### config.mk
export PLATFORM = sky130hd
export DESIGN_NAME = prog_launcher
export DESIGN_NICKNAME = d
export VERILOG_FILES = /design/src/rtl/launcher_pkg.sv /design/src/rtl/prog_launcher_phase_counter.sv /design/src/rtl/prog_launcher.sv
export SDC_FILE = /design/constraint.sdc
export NUM_CORES = 1
export LEC_CHECK = 0
export BUFFER_PORTS_ARGS = -buffer_cell sky130_fd_sc_hd__buf_2
export CORE_ASPECT_RATIO = 0.75
export CORE_MARGIN = 5
export CORE_UTILIZATION = 40
export DETAILED_ROUTE_END_ITERATION = 10
export PLACE_DENSITY = 0.67
export SYNTH_ARGS = -nofsm -noshare
export SYNTH_HDL_FRONTEND = slang
export SYNTH_HIERARCHICAL = 1
export SYNTH_SLANG_ARGS = --single-unit
### constraint.sdc
create_clock -name Clk -period 5.3 [get_ports Clk]
set_input_delay 1.325 -clock Clk [delete_from_list [all_inputs] [get_ports Clk]]
set_output_delay 1.325 -clock Clk [all_outputs]
set_load 0.02 [all_outputs]
### src/rtl/launcher_pkg.sv
// Shared types and default sizing for the processor run launcher.
package launcher_pkg;

    typedef enum logic [2:0] {
        IDLE,
        RST,
        STRT,
        RUN,
        FIN
    } state_e;

    localparam int unsigned DEF_CW           = 16;
    localparam int unsigned DEF_RST_CYCLES   = 2;
    localparam int unsigned DEF_START_CYCLES = 2;
    localparam int unsigned DEF_TIMEOUT      = 1000;
    localparam int unsigned DEF_PW           = 2;

endpackage

### src/rtl/prog_launcher_phase_counter.sv
// Phase counter shared by the launcher's RST, STRT and RUN phases.
// term_o flags the last cycle of a phase (count == limit-1).
module phase_counter #(
    parameter int unsigned CW = 16
) (
    input  logic          clk_i,
    input  logic          rst_i,
    input  logic          clr_i,
    input  logic          en_i,
    input  logic [CW-1:0] limit_i,
    output logic [CW-1:0] count_o,
    output logic          term_o
);

    logic [CW-1:0] count_q;
    logic [CW-1:0] count_d;

    // Next count: clear wins over enable.
    always_comb begin
        count_d = count_q;
        if (clr_i) begin
            count_d = '0;
        end else if (en_i) begin
            count_d = count_q + CW'(1);
        end
    end

    // Count register.
    always_ff @(posedge clk_i or posedge rst_i) begin
        if (rst_i) begin
            count_q <= '0;
        end else begin
            count_q <= count_d;
        end
    end

    assign count_o = count_q;
    assign term_o  = (count_q == (limit_i - CW'(1)));

endmodule

### src/rtl/prog_launcher.sv
// Host-side run controller: drives the processor's DutReset/Start and waits
// for Ack, measuring run length and abandoning runaway programs on timeout.
module prog_launcher
    import launcher_pkg::*;
#(
    parameter int unsigned CW           = DEF_CW,
    parameter int unsigned RST_CYCLES   = DEF_RST_CYCLES,
    parameter int unsigned START_CYCLES = DEF_START_CYCLES,
    parameter int unsigned TIMEOUT      = DEF_TIMEOUT,
    parameter int unsigned PW           = DEF_PW
) (
    input  logic          Clk,
    input  logic          Reset,
    input  logic          RunReq,
    input  logic [PW-1:0] RunProg,
    input  logic          ResetFirst,
    input  logic          Ack,
    output logic          DutReset,
    output logic          Start,
    output logic [PW-1:0] ProgSel,
    output logic          Busy,
    output logic          Done,
    output logic          TimedOut,
    output logic [CW-1:0] CycleCount
);

    state_e        state_q, state_d;
    logic [PW-1:0] prog_q, prog_d;
    logic          timed_q, timed_d;
    logic [CW-1:0] cyc_q, cyc_d;
    logic          dutrst_q, dutrst_d;
    logic          start_q, start_d;
    logic          busy_q, busy_d;
    logic          done_q, done_d;

    logic          cnt_clr;
    logic          cnt_en;
    logic          cnt_term;
    logic [CW-1:0] cnt_count;
    logic [CW-1:0] cnt_limit;

    // Phase length for the shared counter, selected by the current state.
    always_comb begin
        cnt_limit = CW'(TIMEOUT);
        case (state_q)
            RST:     cnt_limit = CW'(RST_CYCLES);
            STRT:    cnt_limit = CW'(START_CYCLES);
            default: cnt_limit = CW'(TIMEOUT);
        endcase
    end

    phase_counter #(
        .CW(CW)
    ) u_phase (
        .clk_i   (Clk),
        .rst_i   (Reset),
        .clr_i   (cnt_clr),
        .en_i    (cnt_en),
        .limit_i (cnt_limit),
        .count_o (cnt_count),
        .term_o  (cnt_term)
    );

    // Next-state, latched run data and counter control.
    always_comb begin
        state_d = state_q;
        prog_d  = prog_q;
        timed_d = timed_q;
        cyc_d   = cyc_q;
        cnt_clr = 1'b0;
        cnt_en  = 1'b0;
        case (state_q)
            IDLE: begin
                if (RunReq) begin
                    prog_d  = RunProg;
                    timed_d = 1'b0;
                    cnt_clr = 1'b1;
                    state_d = ResetFirst ? RST : STRT;
                end
            end
            RST: begin
                if (cnt_term) begin
                    cnt_clr = 1'b1;
                    state_d = STRT;
                end else begin
                    cnt_en = 1'b1;
                end
            end
            STRT: begin
                // Ack is deliberately ignored: it may still be the previous
                // program's completion flag.
                if (cnt_term) begin
                    cnt_clr = 1'b1;
                    state_d = RUN;
                end else begin
                    cnt_en = 1'b1;
                end
            end
            RUN: begin
                // Ack takes priority over a coincident timeout.
                if (Ack) begin
                    cyc_d   = cnt_count;
                    state_d = FIN;
                end else if (cnt_term) begin
                    cyc_d   = CW'(TIMEOUT);
                    timed_d = 1'b1;
                    state_d = FIN;
                end else begin
                    cnt_en = 1'b1;
                end
            end
            FIN: begin
                state_d = IDLE;
            end
            default: begin
                state_d = IDLE;
            end
        endcase
    end

    // Outputs are decoded from the next state so they are registered yet
    // aligned with the state they belong to.
    always_comb begin
        dutrst_d = (state_d == RST);
        start_d  = (state_d == STRT);
        busy_d   = (state_d != IDLE);
        done_d   = (state_d == FIN);
    end

    // State and output registers; the processor is held in reset while the
    // launcher itself is in reset.
    always_ff @(posedge Clk or posedge Reset) begin
        if (Reset) begin
            state_q  <= IDLE;
            prog_q   <= '0;
            timed_q  <= 1'b0;
            cyc_q    <= '0;
            dutrst_q <= 1'b1;
            start_q  <= 1'b0;
            busy_q   <= 1'b0;
            done_q   <= 1'b0;
        end else begin
            state_q  <= state_d;
            prog_q   <= prog_d;
            timed_q  <= timed_d;
            cyc_q    <= cyc_d;
            dutrst_q <= dutrst_d;
            start_q  <= start_d;
            busy_q   <= busy_d;
            done_q   <= done_d;
        end
    end

    assign DutReset   = dutrst_q;
    assign Start      = start_q;
    assign ProgSel    = prog_q;
    assign Busy       = busy_q;
    assign Done       = done_q;
    assign TimedOut   = timed_q;
    assign CycleCount = cyc_q;

endmodule

Yosys cells after proc, flatten, opt, wreduce, memory -nomap -nowiden
Index checks and enable logic that the tools add are counted.

Flip-flop bits (word level): 42. Word-level logic and storage cells: 52.

Add/sub/neg operators: 2. Eq/ne operators: 10. Reductions and logical operators: 9. Multiplexer cells: 22.

Operators with widths (count): 16-bit 2-to-1 mux (4); 16-bit by 1-bit adder with 16-bit output, second input constant (1); 16-bit == test (1); 3-bit 2-to-1 mux (5); 3-bit one-hot mux with 4 select lines (1); 10-bit by 1-bit subtractor with 11-bit output, second input constant (1); 10-bit 2-to-1 mux (1); 3-bit by 2-bit == test with 1-bit output, second input constant (3); 1-bit 2-to-1 mux (7); 3-bit by 1-bit == test with 1-bit output, second input constant (2); 2-bit != test, second input constant (3); 1-bit one-hot mux with 2 select lines (3); 2-bit nonzero test (3); 2-bit AND reduction (2); 4-bit AND reduction (1); 3-bit == test, second input constant (1); 3-bit logical NOT (1); 3-bit nonzero test (1); 2-bit 2-to-1 mux (1); 2-bit OR reduction (1).

Longest topological paths before layout
Depth after elaboration: 10. Gate-level depth with buffers: 21. Mapped depth without buffers: 17.

Hierarchy
Netlist, hierarchy kept.

By module, submodules not included: phase_counter (times used 1, area each 1313.8 µm², cells each 159, seq. area each 400.4 µm²); prog_launcher (times used 1, area each 1098.6 µm², cells each 91, seq. area each 651.9 µm²).

Worst setup path after synthesis
Ideal clock, no wire load.

Path kind: reg2reg. Start: register state_q[0]. End: register u_phase.count_q[13] (netlist: u_phase/count_o[13]). Cell stages (with the launch flop): 20. Setup slack: 390 ps. Required time: 5222 ps. Period minus slack after synthesis: 4910 ps. Arrival time: 4833 ps. Path through: dfrtp_1 > buf_6 > xor2_1 > nor2b_1 > inv_1 > or4_4 > or3_1 > a2111o_1 > a221o_1 > nor4b_2 > o2111a_1 > buf_2 > a22oi_1 > nor2_1 > clkbuf_1 > o2111ai_1 > nor2_1 > nand2_1 > or3_1 > a21oi_1.

Elaborated cells on any way between the ends: 15.

RTL lines: start: declaration (line prog_launcher.sv:27) `state_e state_q, state_d;`; start signal: assignment (line prog_launcher.sv:143) `state_q <= state_d;`; 3-bit by 2-bit == test with 1-bit output / 3-bit by 1-bit == test with 1-bit output (equally long branches) (line prog_launcher.sv:45) `case (state_q)`; 2-bit OR reduction (no source line) *; 10-bit 2-to-1 mux * (line prog_launcher.sv:45); net cnt_limit[1] (line prog_launcher.sv:40) `logic [CW-1:0] cnt_limit;`; 10-bit by 1-bit subtractor with 11-bit output * (line prog_launcher_phase_counter.sv:38) `assign term_o = (count_q == (limit_i - CW'(1)));`; 16-bit == test * (line prog_launcher_phase_counter.sv:38); net cnt_term (line prog_launcher.sv:38) `logic cnt_term;`; 1-bit 2-to-1 mux * (line prog_launcher.sv:82, prog_launcher.sv:92); 1-bit one-hot mux with 2 select lines * (line prog_launcher.sv:72) `case (state_q)`; net cnt_clr (line prog_launcher.sv:36) `logic cnt_clr;`; 16-bit 2-to-1 mux / 2-bit nonzero test (equally long branches); end signal: assignment (line prog_launcher_phase_counter.sv:33) `count_q <= count_d;`; end: declaration (line prog_launcher_phase_counter.sv:15) `logic [CW-1:0] count_q;`.

Mark *: on every way through the listed nets, which the timed path passes. The rest lies on a longest branch. A chain may end at the register's enable or synchronous reset.

Worst setup path in the final report
Start: register state_q[0]. End: register u_phase.count_q[15] (netlist: u_phase/count_o[15]).

The elaborated chain is that of the path after synthesis.

==> results.cfg <==
[status]
outcome = finished, final reports clean

[global_route]
antenna_found_initial = 0
busiest_layer = met1
grt_start_max_net_pins = 27
grt_pass1_wl_um = 9570
use_met1_pct = 23.8
gr-usage-met2_pct = 21.4
grtUsageMet3_pct = 3.72
grt_pass1_vias = 2000
grt-ovfl-total = 0
track_usage_pct = 15.3

[sta]
setup_viol_count_final = 0
skew_ns = 0.00800
fmax_mhz = 204
slew_headroom_pct = 34.6
min_period_ns = 4.90
setup_tns_ns = 0
finalMaxSlewViolations = 0
hold_violations = 0
rsz0062_at_grt = false
tightest_slew_ns = 0.980
min_period_over_period_pct = 92.5

[cts]
clock-sinks = 42
holdBufCountCts = 0
clk_path_buf_depth = 2
clkLatencyLatePin_ns = 0.29
path_clk_slew_ns = 0.08
root_buffer = clkbuf_8
cts_tree = done
h-tree-depth = 2
cts_buffers = 5

[worst_setup_path]
cp_slowest_cell = or4_4
end_kind = register
max_stage_delay_ns = 0.60
cp-startpoint = state_q[0]
r2r-start = state_q[0]
worst-setup-path-type = reg -> reg
worstPathCellList = xor2_1 > nor2b_2 > inv_1 > or4_4 > or3_1 > a2111o_1 > a221o_1 > nor4b_2 > o2111a_1 > a22oi_1 > nor2_1 > o2111ai_1 > nor2_1 > nand2_1 > or3_1 > a21oi_1
crit_arrival_ns = 5.12
cp-start-kind = register
timing.critical_path.fanout_max = 11
cp.required_ns = 5.51

[worst_hold_path]
hold_start = CycleCount[9]
min_path_type = reg -> reg

[synthesis]
synth_cell_types = 56
netlist_area_um2 = 2410
syn_inst = 250
synth_edf_count = 0
ys.flop_type = dfrtp_1
syn_avg_cell_area_um2 = 9.65
yosys_register_bits = 42
synth_warnings = 6
synth-seq-area-share_pct = 43.6
synth_top_area_cell = dfrtp_1
synthTopCellsByArea = dfrtp_1 43%, xor2_1 8.4%, xnor2_1 4.7%
synth_async_sr_flop_share_pct = 100
synth_top_area_share_pct = 42.5

[final_layout]
fin_nets = 317
final_cell_mix = 40 x dfrtp_1, 30 x conb_1, 29 x buf_2
area_delta_synth_final_pct = 18.6
drive_above_1_share_pct = 19.1
final_common_cell = dfrtp_1
multiInputGateArea_um2 = 1370
diodes = 0
regArea_um2 = 1050
fin_cells = 387
fill_cells = 582

[die]
start_util_pct = 41.4
core_um2 = 5830
dieArea_um2 = 7700
die_height_um = 77.3
die_w_um = 99.7
rows = 24
num_io_pins = 30

[drt]
ant_nets = 0
first_pass_iters = 4
dr.first_iter.drc_count = 99
routedWlPerCell_um = 14.3
routed_via_density = 5.08
num_vias = 1965
drc = 0
wl_um = 5520

[power_and_ir_drop]
p_leak_nw = 1.34
powerDensity_nw_per_um2 = 439
comb_power_share_pct = 44.4
p_switching_mw = 0.519
swShare_pct = 41.3
clkPwrFrac_pct = 17.9
p_seq_share_pct = 37.8
p_int_mw = 0.737
peakVddDrop_mv = 0.212

[placement]
portBuffers = 29
dp.cells = 379
place_congestion = 0.904
hpwl_um = 4130

[job]
drv_cap = 0
## power by group through the flow
stage | Combinational, mW | Clock (mW) | Sequential (mW)
global route | 0.619 | 0.244 | 0.489
detailed placement | 0.549 | 0 | 0.480
finish | 0.557 | 0.224 | 0.475
global placement | 0.541 | 0 | 0.477
floorplan | 0.349 | 0 | 0.524
CTS | 0.553 | 0.229 | 0.475
## through the flow
stage	total power, mW	hold slack (ns)	setup slack (ns)	util [%]	area, um2
5_1_grt	1.35	0.531	0.0488	49.1	2860
4_1_cts	1.26	0.506	0.223	48.8	2840
6_report	1.26	0.501	0.399	49.1	2860
3_5_place_dp	1.03	0.478	0.269	47.2	2750
2_1_floorplan	0.874	0.471	0.390	-	2520
3_3_place_gp	1.02	0.469	0.392	47.2	2750
## area by class of cell
cell class,instances,share of cell area (%)
Multi-Input combinational cell,211,47.8
Clock buffer,7,3.02
Sequential cell,42,36.8
Clock inverter,1,0.306
Tap cell,78,3.41
Timing Repair Buffer,37,7.17
Inverter,11,1.44
## path summary, 6_finish.rpt
kind | end | slack [ns] | depth (start not counted)
setup / recovery | u_phase/count_o[15] | 0.40 | 16
hold / removal | CycleCount[9] | 0.50 | 1
setup reg to reg | u_phase/count_o[15] | 0.40 | 16
hold reg to reg | CycleCount[9] | 0.50 | 1
max in group asynchronous | state_q[0] | 3.39 | 2
min in group asynchronous | u_phase/count_o[0] | 1.12 | 2
## sequential cells by signal (all words and copies together) (netlist names)
signal and count:
CycleCount 16, DutReset 1, TimedOut 1, state_q 3
u_phase/count_o 16, Done 1, ProgSel 2, Start 1
Busy 1
## repair_timing
item / in CTS / in global routing
setup buffers: 0 / 0
endpoints found under the setup margin: 0 / 7
resized for setup: 0 / 4
## critical path: cells and delay by family, from the launching register on
family                 cells  cell delay, ns
AND/OR/NAND/NOR            8            2.48
AO/OA/AOI/OAI              6            1.48
flip-flops                 1            0.48
XOR/XNOR                   1            0.19
buffers and inverters      1            0.19
## cell families (layout without fill, tap and decap cells)
logic type                 count (synthesis)  after routing  share of synthesized area (%)
xor gates and xnor gates                  36             36                           13.1
DFF                                       42             42                           43.6
muxes                                      4              4                           1.76
and+or+nand+nor                           88             88                           20.0
buffers and inverters                     26             56                           4.82
adders and majority gates                  2              2                           1.04
other                                      1             30                          0.155
AOI/OAI and AO/OA                         51             51                           15.6
## synth_stat cells (all sizes together) (5+ instances only)
library cell	count
nor2	28
o22a	6
inv	11
dfrtp	41
clkbuf	10
nand2	15
xor2	23
buf	5
xnor2	13
o21ai	12
nor4	5
a22o	11
a21oi	7
or3	7
nand4	7
## layer usage
| metal | part of all wire [%] | routed length, um | vias up |
|---|---|---|---|
| li1 | - | - | 978 |
| met1 | 52 | 2860 | 935 |
| met2 | 42 | 2300 | 48 |
| met3 | 5.9 | 324 | 4 |
| met4 | 0.49 | 27 | 0 |
| met5 | 0 | 0 | - |
Power figures use the tool's default switching activity.
